### config.mk
export PLATFORM = sky130hd
export DESIGN_NAME = core_dmem_bridge
export DESIGN_NICKNAME = d
export VERILOG_FILES = /design/src/rtl/core_dmem_bridge.sv
export SDC_FILE = /design/constraint.sdc
export NUM_CORES = 1
export LEC_CHECK = 0
export CAP_MARGIN = 10
export CELL_PAD_IN_SITES_DETAIL_PLACEMENT = 0
export CELL_PAD_IN_SITES_GLOBAL_PLACEMENT = 1
export CORE_AREA = 10 10 184 186
export DETAILED_ROUTE_END_ITERATION = 10
export DIE_AREA = 0 0 194 196
export PLACE_DENSITY_LB_ADDON = 0.1
export SETUP_SLACK_MARGIN = 0.1
export SLEW_MARGIN = 20
export SYNTH_ARGS = -nofsm -noshare
export SYNTH_HDL_FRONTEND = slang
export SYNTH_SLANG_ARGS = --single-unit
### constraint.sdc
create_clock -name g_clk -period 1.55 [get_ports g_clk]
set_input_delay 0.31 -clock g_clk [delete_from_list [all_inputs] [get_ports g_clk]]
set_output_delay 0.31 -clock g_clk [all_outputs]
set_load 0.02 [all_outputs]
### src/rtl/core_dmem_bridge.sv
// core_dmem_bridge
// Registered bridge between the LSU data port (req/gnt) and the external data
// bus (request valid/ready, response valid). One transaction at a time; a
// response timeout turns a hung bus into a bus error for the LSU, and the late
// response is then drained and discarded.

module core_dmem_bridge #(
    parameter int TIMEOUT_W = 8,
    parameter int TIMEOUT   = 255
) (
    input  logic        g_clk,
    input  logic        g_resetn,

    input  logic        dmem_req,
    input  logic [63:0] dmem_addr,
    input  logic        dmem_wen,
    input  logic [7:0]  dmem_strb,
    input  logic [63:0] dmem_wdata,
    output logic        dmem_gnt,
    output logic        dmem_err,
    output logic [63:0] dmem_rdata,

    output logic        bus_req_valid,
    input  logic        bus_req_ready,
    output logic [63:0] bus_req_addr,
    output logic        bus_req_wen,
    output logic [7:0]  bus_req_strb,
    output logic [63:0] bus_req_wdata,
    input  logic        bus_rsp_valid,
    input  logic        bus_rsp_err,
    input  logic [63:0] bus_rsp_rdata,

    output logic        timeout
);

    typedef enum logic [2:0] {
        ST_IDLE  = 3'd0,
        ST_REQ   = 3'd1,
        ST_RSP   = 3'd2,
        ST_GNT   = 3'd3,
        ST_HOLD  = 3'd4,
        ST_DRAIN = 3'd5
    } state_t;

    // Counter value seen in the last RSP cycle before the forced error.
    localparam logic [TIMEOUT_W-1:0] TIMEOUT_LAST = TIMEOUT_W'(TIMEOUT - 1);
    localparam logic [TIMEOUT_W-1:0] CNT_ONE      = {{(TIMEOUT_W-1){1'b0}}, 1'b1};

    state_t               state_r;
    logic [TIMEOUT_W-1:0] cnt_r;

    // Transaction state machine; every output is a register updated here.
    always_ff @(posedge g_clk or negedge g_resetn) begin
        if (!g_resetn) begin
            state_r       <= ST_IDLE;
            cnt_r         <= {TIMEOUT_W{1'b0}};
            dmem_gnt      <= 1'b0;
            dmem_err      <= 1'b0;
            dmem_rdata    <= 64'd0;
            bus_req_valid <= 1'b0;
            bus_req_addr  <= 64'd0;
            bus_req_wen   <= 1'b0;
            bus_req_strb  <= 8'd0;
            bus_req_wdata <= 64'd0;
            timeout       <= 1'b0;
        end else begin
            // Completion flags are single-cycle pulses unless set below.
            dmem_gnt <= 1'b0;
            dmem_err <= 1'b0;
            timeout  <= 1'b0;

            case (state_r)
                ST_IDLE: begin
                    if (dmem_req) begin
                        bus_req_addr  <= dmem_addr;
                        bus_req_wen   <= dmem_wen;
                        bus_req_strb  <= dmem_strb;
                        bus_req_wdata <= dmem_wdata;
                        bus_req_valid <= 1'b1;
                        state_r       <= ST_REQ;
                    end else begin
                        state_r       <= ST_IDLE;
                    end
                end

                // Request held stable until the bus accepts it; no timeout here.
                ST_REQ: begin
                    if (bus_req_ready) begin
                        bus_req_valid <= 1'b0;
                        cnt_r         <= {TIMEOUT_W{1'b0}};
                        state_r       <= ST_RSP;
                    end else begin
                        state_r       <= ST_REQ;
                    end
                end

                // A response in the same cycle as the timeout takes priority.
                ST_RSP: begin
                    cnt_r <= cnt_r + CNT_ONE;
                    if (bus_rsp_valid) begin
                        dmem_rdata <= bus_rsp_rdata;
                        dmem_err   <= bus_rsp_err;
                        dmem_gnt   <= 1'b1;
                        state_r    <= ST_GNT;
                    end else if (cnt_r == TIMEOUT_LAST) begin
                        dmem_rdata <= 64'd0;
                        dmem_err   <= 1'b1;
                        dmem_gnt   <= 1'b1;
                        timeout    <= 1'b1;
                        state_r    <= ST_DRAIN;
                    end else begin
                        state_r    <= ST_RSP;
                    end
                end

                // LSU still holds the completed request; do not reissue it.
                ST_GNT: begin
                    state_r <= ST_HOLD;
                end

                ST_HOLD: begin
                    state_r <= ST_IDLE;
                end

                // Swallow the late response of a timed-out transaction.
                ST_DRAIN: begin
                    if (bus_rsp_valid) begin
                        state_r <= ST_HOLD;
                    end else begin
                        state_r <= ST_DRAIN;
                    end
                end

                default: begin
                    bus_req_valid <= 1'b0;
                    state_r       <= ST_IDLE;
                end
            endcase
        end
    end

endmodule
# After elaboration in Yosys (flattened, before gate mapping)
# Index checks and enable logic that the tools add are counted.
classes:
  addsub: 1
  eq_ne: 8
  n_mux: 20
  bitwise_logic: 1
  n_reduce_logical: 8
ops:
  columns: ["cell", "count"]
  rows:
  - ["$mux W64", 2]
  - ["$pmux W8 S2", 1]
  - ["$pmux W3 S5", 1]
  - ["$mux W1", 11]
  - ["$add A8 B1 Y8 const B", 1]
  - ["$eq A8 B8 Y1 const B", 1]
  - ["$mux W8", 1]
  - ["$eq A3 B2 Y1 const B", 2]
  - ["$eq A3 B3 Y1 const B", 2]
  - ["$mux W3", 2]
  - ["$reduce_and A2 Y1", 3]
  - ["$ne A2 B2 Y1 const B", 2]
  - ["$reduce_bool A2 Y1", 2]
  - ["$reduce_or A4 Y1", 1]
  - ["$eq A3 B1 Y1 const B", 1]
  - ["$logic_not A3 Y1", 1]
  - ["$pmux W1 S3", 1]
  - ["$reduce_and A3 Y1", 1]
  - ["$mux W2", 1]
  - ["$not A1 Y1", 1]
word_totals:
  ff_bits: 216
  wordCells: 49

# Longest topological paths before layout
depth:
  ltp_word: 4
  ltp_mapped: 7
  mapped_depth_nobuf: 5

# Worst setup path after synthesis
# OpenSTA, ideal clock, no wires.
synth_path:
  path_kind: "register to register"
  startpoint: "register state_r[0]"
  endpoint: "register bus_req_addr[33]"
  setup_time_ns: 0.125
  arrival_time_ns: 1.453
  required_ns: 1.425
  setup_slack_ns: -0.027
  stages_incl_launch_ff: 6
  path_buffers: 3
  period_less_slack_ns: 1.577
  cell_sequence: "dfrtp_1 -> buf_2 -> nor3_1 -> buf_2 -> buf_4 -> mux2_2"
synth_between:
  elab_chain_len: 2
synth_rtl:
  columns: ["element", "line", "source"]
  rows:
  - ["start, declared", "49", "state_t state_r;"]
  - ["start signal, assigned", "55", "state_r <= ST_IDLE;"]
  - ["start signal, assigned", "80", "state_r <= ST_REQ;"]
  - ["start signal, assigned", "82", "state_r <= ST_IDLE;"]
  - ["$logic_not A3 Y1", "72", "case (state_r)"]
  - ["$reduce_and A2 Y1 (no source line)", null, null]
  - ["end signal, assigned", "75", "bus_req_addr <= dmem_addr;"]
  - ["end, declared", "25", "output logic [63:0] bus_req_addr,"]
# No other way between the ends.
# A chain may end at the register's enable or synchronous reset.

# Worst setup path after layout
layout_path:
  startpoint: "register state_r[1]"
  endpoint: "register bus_req_wdata[19]"
layout_between:
  elab_chain_len: 2
layout_rtl:
  columns: ["element", "line", "source"]
  rows:
  - ["$logic_not A3 Y1", "72", null]
  - ["$reduce_and A2 Y1 (no source line)", null, null]
  - ["end signal, assigned", "78", "bus_req_wdata <= dmem_wdata;"]
  - ["end, declared", "28", "output logic [63:0] bus_req_wdata,"]
# No other way between the ends.

==> results.yml <==
cts:
  clock_latency_ns: 0.52
  cts_tree: "yes"
  clockBufferDepth: 3
  reg_clk_slew_reported_paths_ns: 0.06
  ctsHtreeMaxLevel: 1
  cts_root_buffer: "sky130_fd_sc_hd__clkbuf_16"
  numClockSinks: 216
  cts-buffers-inserted: 26
drt:
  drtPass1Iterations: 4
  detail_route.wirelength_mm: 33.0
  via_count: 6665
  drt_drc_violations_left: 0
  avgRoutedWirePerCell_um: 22.5
  detailedRoute.firstIterationViolations: 230
  vias_per_cell: 4.55
  route.antenna.remaining_nets: 0
power_and_ir_drop:
  p_leak_nw: 6.20
  pwr-share-seq_pct: 31.5
  finalPower_mw: 31.7
  p_int_mw: 19.6
  pwr-share-comb_pct: 49.2
  p_per_area_mw_per_mm2: 2260
  net-switching-power_mw: 12.1
  power_switching_share_pct: 38.0
  maximum_ir_drop_on_the_vdd_rail_mv: 1.05
  power.clock.fraction_pct: 19.3
global_routing:
  busiest_layer: "met2"
  groute.layer.met1.usage_pct: 19.4
  largest_net_degree_at_the_start_of_global_routing: 50
  grt_ovf: 0
  grt_pass1_vias: 7131
  grt_use_total_pct: 16.3
  antenna_found_initial: 0
  met3_demand_to_capacity_share_in_global_routing_pct: 6.72
  first_pass_grt_wire_length_mm: 48.9
  global_route.usage.met2_pct: 27.4
floorplanning:
  io_pins: 412
  dieHeight_um: 196
  floorplan.die_area_mm2: 0.0380
  dieWidth_um: 194
  effective_utilization_at_floorplan_pct: 28.6
  fp-row-count: 64
  core_mm2: 0.0303
placement:
  port_buffers: 411
  post-dp-hpwl_mm: 24.6
  placed_cells_incl_taps: 1405
  gp_congestion: 0.723
  pre_cts_ws_ns: -0.486
  dpl_cell_area_mm2: 0.0138
sta:
  fin_tns_setup_ns: -20.16
  grt_setup_unrepaired: "true"
  fmaxAchievable_mhz: 592
  setup-violations-final: 203
  fin_crit_sh_pct: 109
  setup_slack_ns: -0.140
  timing.slew.headroom_pct: 67.3
  min_tclk_post_route_ns: 1.69
  fin_worst_hold_slack_ns: 0.311
  timing_hold_violations_final: 0
  tightestPinTransition_ns: 0.491
  timing.final.max_slew_violations: 0
  fin_skew_ns: 0.00684
outcome:
  violations: "negative setup slack"
  status: "finished, violations left"
layout:
  synthToLayoutAreaGrowth_pct: 62.0
  layout.cells.non_filler: 1466
  num_antenna_cells: 0
  fraction_of_final_layout_cells_sized_beyond_drive_strength_1_pct: 43.5
  finish.instance_area_mm2: 0.0140
  area_of_the_multi_input_gates_mm2: 0.00323
  filler_cell_count: 2840
  seq_area_mm2: 0.00541
  fin_nets: 1261
  post-route-util_pct: 46.4
worst_setup_path:
  critical_path.top_delay_family: "buffers and inverters"
  cp.required_ns: 1.95
  timing.critical_path.to_type: "flop"
  critical_path.cell_chain: "nand2b_4 -> nor3_4 -> buf_6 -> buf_12 -> buf_16 -> mux2_2"
  slowest_delay_ns: 0.38
  worstPathBufferInverterCount: 3
  crit_arrival_ns: 2.09
  worst-r2r-setup-slack_ns: -0.14
  critPathSlowestCell: "sky130_fd_sc_hd__dfrtp_1"
  worst_setup_path_start_kind: "flop"
  worst-setup-path-type: "flop to flop"
  path_max_fanout: 20
yosys:
  synth.most_common_cell: "sky130_fd_sc_hd__dfrtp_1"
  synth_top_cells_by_area: "sky130_fd_sc_hd__dfrtp_1, sky130_fd_sc_hd__mux2_2, sky130_fd_sc_hd__a22o_1, sky130_fd_sc_hd__a21o_1, sky130_fd_sc_hd__buf_4"
  netlist_top_cells_count: "sky130_fd_sc_hd__dfrtp_1, sky130_fd_sc_hd__mux2_2, sky130_fd_sc_hd__a21o_1, sky130_fd_sc_hd__a22o_1"
  synth_warnings: 0
  synth-main-ff-cell: "sky130_fd_sc_hd__dfrtp_1"
  synthesis.instances: 583
  synth_enable_flop_cells: 0
  synth_async_sr_flop_share_pct: 100
  syn-num-nets: 792
  synth_seq_area_share_pct: 62.3
  synth_top_area_share_pct: 62.3
  synthesis.area_mm2: 0.00867
  synth_cell_types: 37
  synth_top_area_cell: "sky130_fd_sc_hd__dfrtp_1"
  post_synthesis_area_per_instance_um2: 14.9
  postSynthRegisterBits: 216
min_path:
  holdCritPathClass: "primary input to async pin"
run:
  cap_violations: 0
logic make-up after synthesis:
kind of cell,count (synthesis),share of synthesized area [%]
AO/OA/AOI/OAI,151,13.9
XOR/XNOR,1,0.101
adder cells (fa/ha/maj),2,0.289
buffers and inverters,44,3.23
flip-flops,216,62.3
multiplexers,139,18.0
AND/OR/NAND/NOR,30,2.14
power groups by stage:
stage | Sequential, mW | Combinational [mW] | Clock [mW]
after floorplan | 13.4 | 5.67 | 0
after global placement | 10.1 | 17.2 | 0
after detailed placement | 10.1 | 17.3 | 0
after CTS | 9.99 | 15.1 | 6.34
after global routing | 10.4 | 16.6 | 6.59
final | 9.98 | 15.6 | 6.11
timing repair:
action                                  CTS  global route
endpoints found under the setup margin  414           225
gates cloned                              1             4
pin swaps                                 3             3
resized for setup                       875            52
setup buffers                             0             9
endpoints found under the hold margin    35             0
hold buffers                              1             0
routing by layer:
layer | part of all wire (%) | wire (um) | vias up
li1 | - | - | 3089
met1 | 41 | 13400 | 3274
met2 | 49 | 16100 | 271
met3 | 9.5 | 3130 | 31
met4 | 1.2 | 382 | 0
met5 | 0 | 0 | -
state kept, by name, indices dropped and copies added (netlist names):
signal / cells
bus_req_addr: 64
bus_req_wdata: 64
dmem_rdata: 64
bus_req_strb: 8
cnt_r: 8
state_r: 3
bus_req_valid: 1
bus_req_wen: 1
dmem_err: 1
dmem_gnt: 1
timeout: 1
area by class of cell:
cell class                      instances  share of cell area [%]
Sequential cell                       216                    38.5
Timing Repair Buffer                  481                    28.7
Multi-Input combinational cell        323                    23.0
Clock buffer                           42                    5.85
Tap cell                              396                    3.53
Clock inverter                          4                   0.321
Inverter                                4                   0.107
cell usage in the layout, fill, tap and decap left out, types with 18 or more instances in the layout:
master	instances
sky130_fd_sc_hd__a21o_1	65
sky130_fd_sc_hd__a22o_1	65
sky130_fd_sc_hd__buf_12	18
sky130_fd_sc_hd__buf_2	192
sky130_fd_sc_hd__buf_4	48
sky130_fd_sc_hd__clkbuf_16	31
sky130_fd_sc_hd__clkdlybuf4s50_1	205
sky130_fd_sc_hd__dfrtp_1	216
sky130_fd_sc_hd__mux2_2	92
sky130_fd_sc_hd__mux2_4	45
path summary, 6_finish.rpt:
kind | depth (start not counted) | start | to
min reg2reg | 1 | dmem_rdata[43] | dmem_rdata[43]
max | 6 | state_r[1] | bus_req_wdata[19]
max in group asynchronous | 3 | g_resetn | bus_req_wdata[18]
min in group g_clk | 2 | dmem_wdata[41] | bus_req_wdata[41]
max reg2reg | 6 | state_r[1] | bus_req_wdata[19]
min | 2 | g_resetn | bus_req_addr[58]
(Power assumes the default switching activity.)
